### src/rtl/pooling_layer_input_serializer.sv
// Two-bank ping-pong serializer: one KERNEL_SIZE-word row per channel in, one word per cycle out, MSB word first.
// Latency: a row loaded at edge N into an empty serializer presents word 0 in the cycle after edge N.
// Backpressure: out_ready low freezes the current word; in_ready drops only when both banks hold rows (registered, no out_ready path).
module pooling_layer_input_serializer #(
    parameter int DATA_WIDTH  = 32,
    parameter int KERNEL_SIZE = 2,
    parameter int CHANNELS    = 1
) (
    input  logic                                     clk,
    input  logic                                     rst_n,
    input  logic                                     flush,
    input  logic                                     in_valid,
    output logic                                     in_ready,
    input  logic [CHANNELS*KERNEL_SIZE*DATA_WIDTH-1:0] data_in,
    output logic                                     out_valid,
    input  logic                                     out_ready,
    output logic [CHANNELS*DATA_WIDTH-1:0]           data_out,
    output logic                                     out_last,
    output logic [1:0]                               occupancy
);
    localparam int IDX_W = (KERNEL_SIZE > 1) ? $clog2(KERNEL_SIZE) : 1;
    localparam logic [IDX_W-1:0] LAST_IDX = IDX_W'(KERNEL_SIZE - 1);

    // Ping-pong row store; contents are never reset, validity lives in count.
    logic [DATA_WIDTH-1:0] bank [2][CHANNELS][KERNEL_SIZE];

    logic             wr_ptr;
    logic             rd_ptr;
    logic [1:0]       count;
    logic [IDX_W-1:0] idx;
    logic             load_fire;
    logic             pop_fire;
    logic             pop_last;

    assign in_ready  = (count != 2'd2);
    assign out_valid = (count != 2'd0);
    assign out_last  = out_valid && (idx == LAST_IDX);
    assign occupancy = count;

    // A flush cycle discards whatever is presented, so it also blocks the bank write.
    assign load_fire = in_valid && in_ready && !flush;
    assign pop_fire  = out_valid && out_ready;
    assign pop_last  = pop_fire && (idx == LAST_IDX);

    // Capture a whole row into the write bank, reordering so word 0 is the most significant word.
    always_ff @(posedge clk) begin
        if (load_fire) begin
            for (int c = 0; c < CHANNELS; c++) begin
                for (int k = 0; k < KERNEL_SIZE; k++) begin
                    bank[wr_ptr][c][k] <= data_in[c*KERNEL_SIZE*DATA_WIDTH + (KERNEL_SIZE-k)*DATA_WIDTH - 1 -: DATA_WIDTH];
                end
            end
        end
    end

    // Pointer, word index and row count bookkeeping; flush wins over load and pop.
    always_ff @(posedge clk or negedge rst_n) begin
        if (!rst_n) begin
            wr_ptr <= 1'b0;
            rd_ptr <= 1'b0;
            count  <= 2'd0;
            idx    <= '0;
        end else if (flush) begin
            wr_ptr <= 1'b0;
            rd_ptr <= 1'b0;
            count  <= 2'd0;
            idx    <= '0;
        end else begin
            if (load_fire) begin
                wr_ptr <= ~wr_ptr;
            end
            if (pop_fire) begin
                if (pop_last) begin
                    idx    <= '0;
                    rd_ptr <= ~rd_ptr;
                end else begin
                    idx <= idx + 1'b1;
                end
            end
            // Load and last-word pop in the same cycle cancel out.
            case ({load_fire, pop_last})
                2'b10:   count <= count + 2'd1;
                2'b01:   count <= count - 2'd1;
                default: count <= count;
            endcase
        end
    end

    // Present the current word of every channel; zeros while nothing is buffered.
    always_comb begin
        data_out = '0;
        if (out_valid) begin
            for (int c = 0; c < CHANNELS; c++) begin
                data_out[c*DATA_WIDTH +: DATA_WIDTH] = bank[rd_ptr][c][idx];
            end
        end
    end

endmodule

### config.mk
export PLATFORM = sky130hd
export DESIGN_NAME = pooling_layer_input_serializer
export DESIGN_NICKNAME = d
export VERILOG_FILES = /design/src/rtl/pooling_layer_input_serializer.sv
export SDC_FILE = /design/constraint.sdc
export NUM_CORES = 1
export LEC_CHECK = 0
export ABC_AREA = 1
export CORE_ASPECT_RATIO = 0.75
export CORE_UTILIZATION = 40
export CTS_BUF_LIST = sky130_fd_sc_hd__clkbuf_16
export DETAILED_ROUTE_END_ITERATION = 10
export PLACE_DENSITY = 0.7
export SLEW_MARGIN = 20
export SYNTH_ARGS = -nofsm -noshare
export SYNTH_HDL_FRONTEND = slang
export SYNTH_SLANG_ARGS = --single-unit
### constraint.sdc
create_clock -name clk -period 8.05 [get_ports clk]
set_input_delay 1.61 -clock clk [delete_from_list [all_inputs] [get_ports clk]]
set_output_delay 1.61 -clock clk [all_outputs]
set_load 0.01 [all_outputs]
==> impl_metrics.py <==
metrics = {
    "setup_path": {
        "required_ns": 6.44,
        "rrSetupSlack_ns": 5.98,
        "r2r-end": "bank[0][10]$_DFFE_PP_",
        "r2r-start": "occupancy[0]$_DFFE_PN0P_",
        "cp-endpoint": "data_out[21]",
        "startpoint": "rd_ptr$_DFFE_PN0P_",
        "endpoint_kind": "output port",
        "arrival_ns": 2.63,
        "start_kind": "flop",
        "critical_path_class": "reg2out",
        "path_max_fanout": 66,
        "reg2regPathDepth": 5,
    },
    "sta": {
        "finalCriticalPeriod_ns": 4.241,
        "hold_viol_final": 0,
        "tns_ns": 0,
        "slew_violations": 0,
        "fin_crit_sh_pct": 52.68,
        "max_freq_mhz": 235.8,
        "rsz0062_at_grt": "false",
        "setup_viol": 0,
        "max-slew-margin-rel_pct": 34.37,
        "setup_slack_ns": 3.809,
        "finClkSkew_ns": 0.008537,
        "worst_slew_pin_slew_ns": 0.9822,
    },
    "place": {
        "globalplace.congestion": 0.7726,
        "port_buffers": 105,
        "postPlaceCellArea_um2": 6427,
        "place_ws_ns": 4.202,
        "post-dp-hpwl_mm": 6.394,
    },
    "grt": {
        "track_usage_pct": 17.89,
        "grt_max_degree": 67,
        "antenna_found_initial": 0,
        "grt_pass1_wl_mm": 17.94,
        "first_global_vias": 3538,
        "overflow": 0,
    },
    "synthesis": {
        "yosysSeqAreaShare_pct": 75.63,
        "synth_top_area_share_pct": 73.25,
        "netlist-cell-type-count": 21,
        "synth_warnings": 0,
        "synth_edf_count": 128,
        "synth_nets": 488,
        "synthesis.area_um2": 5248,
        "netlist_instances": 419,
        "synth_area_leaders": "edfxtp_1 73%, nor2_1 9.4%, o21ai_0 6.0%, a21oi_1 3.1%, dfrtp_1 2.4%",
        "synth-main-ff-cell": "edfxtp_1",
        "yosysTopAreaCell": "edfxtp_1",
        "async_flop_share_pct": 3.759,
        "yosys_register_bits": 133,
        "synth.avg_cell_area_um2": 12.52,
    },
    "clock_tree": {
        "clockBufferDepth": 2,
        "cts_root_buf": "clkbuf_16",
        "cts.hold.buffers_added": 0,
        "cts_resized": 0,
        "insertion_delay_ns": 0.42,
        "ctsHtreeMaxLevel": 4,
        "cts_tree": "built",
        "post_cts_buffers": 0,
        "clkSinkCount": 133,
        "cts_buffers": 17,
        "clk_pin_slew_ns": 0.05,
    },
    "drt": {
        "viasPerCell": 5.010,
        "route.detailed.drc": 0,
        "firstDrtPassIters": 6,
        "vias": 3517,
        "drtAntennaViolNets": 0,
        "wl_per_cell_um": 16.32,
        "first_iter_violations": 310,
        "routed_wl_mm": 11.46,
    },
    "pwr": {
        "p_seq_share_pct": 46.2,
        "leakagePower_nw": 2.401,
        "clkPwrFrac_pct": 41.2,
        "powerDensity_nw_per_um2": 249.5,
        "ir_worst_vdd_v": 0.0001601,
        "p_switching_mw": 0.4219,
        "intPower_mw": 1.320,
        "fin_total_pwr_mw": 1.742,
        "p_comb_share_pct": 12.5,
        "switching_share_pct": 24.22,
    },
    "layout": {
        "layout.nets": 592,
        "finalInstanceArea_um2": 6983,
        "final_common_cell": "nor2_1",
        "fill_cells": 1024,
        "antenna_cells": 0,
        "syn2layout_area_growth_pct": 33.07,
        "drive_above_1_share_pct": 8.396,
        "final_cell_mix": "130 x nor2_1, 128 x edfxtp_1, 105 x clkdlybuf4s50_1",
    },
    "floorplanning": {
        "core_area_um2": 12520,
        "core.rowCount": 35,
        "die_area_um2": 13590,
        "die_w_um": 134.3,
        "num_io_pins": 106,
        "initial_core_util_pct": 41.90,
        "die_h_um": 101.2,
    },
    "hold_path": {
        "hold_class": "reg2reg",
    },
    "status": {
        "status": "completed",
    },
    "flow_run": {
        "cap_viol_max_count": 0,
    },
}
cell families after synthesis:
| kind of cell | after synthesis | synth area share [%] |
|---|---|---|
| buf+inv | 31 | 3.028 |
| flops | 133 | 75.63 |
| simple gates | 155 | 11.71 |
| compound gates | 100 | 9.633 |
layer usage:
layer | up-vias | wire length (µm) | track usage [%]
li1 | 1698 | - | -
met1 | 1683 | 5038 | 22.72
met2 | 120 | 5616 | 29.57
met3 | 16 | 640 | 3.804
met4 | 0 | 162 | 8.816
met5 | - | 0 | 0
synthesized netlist by cell type (3+ instances only):
master	number
nor2_1	132
edfxtp_1	128
o21ai_0	63
a21oi_1	33
nand2_1	13
clkbuf_1	10
buf_4	9
buf_2	5
dfrtp_1	5
inv_1	4
nand3_1	3
power by group through the flow:
stage          combinational [mW]  sequential, mW  clock [mW]
3_3_place_gp                0.217           0.818           0
5_1_grt                     0.239           0.808       0.758
4_1_cts                     0.221           0.806       0.731
3_5_place_dp                0.219           0.820           0
2_1_floorplan               0.102           0.820           0
6_report                    0.218           0.805       0.718
cell type report:
class	count	area, µm²	area share (%)
Inverter	7	28.78	0.4121
Timing Repair Buffer	109	1081	15.48
Clock inverter	15	130.1	1.863
Multi-Input combinational cell	255	1140	16.32
Sequential cell	133	3970	56.85
Tap cell	166	207.7	2.974
Clock buffer	17	425.4	6.092
registers in the layout, indices dropped and copies added (netlist names):
register	cells
idx	1
rd_ptr	1
wr_ptr	1
occupancy	2
bank	128
through the flow:
stage,utilization (%),hold WS (ns),cells
detailed placement,51.32,0.5435,670
CTS,55.75,0.5511,702
finish,55.75,0.5507,702
global route,55.75,0.5845,702
global placement,51.32,0.5352,670
floorplan,-,0.4577,419
worst min path at each step:
stage                       start                 end  slack (ns)  cells after the start
2_1_floorplan  wr_ptr$_DFFE_PN0P_  wr_ptr$_DFFE_PN0P_        0.46                      1
3_3_place_gp   wr_ptr$_DFFE_PN0P_  wr_ptr$_DFFE_PN0P_        0.54                      1
3_5_place_dp   wr_ptr$_DFFE_PN0P_  wr_ptr$_DFFE_PN0P_        0.54                      1
4_1_cts        wr_ptr$_DFFE_PN0P_  wr_ptr$_DFFE_PN0P_        0.55                      1
5_1_grt        wr_ptr$_DFFE_PN0P_  wr_ptr$_DFFE_PN0P_        0.58                      1
6_report       wr_ptr$_DFFE_PN0P_  wr_ptr$_DFFE_PN0P_        0.55                      1
worst max-delay path, cell delays in order, from the launching register on:
cell	delay (ns)
dfrtp_2	0.40
inv_2	0.68
o21ai_0	0.22
a21oi_1	0.29
clkdlybuf4s50_1	0.58
No activity file was read; power rests on OpenSTA's default activity.
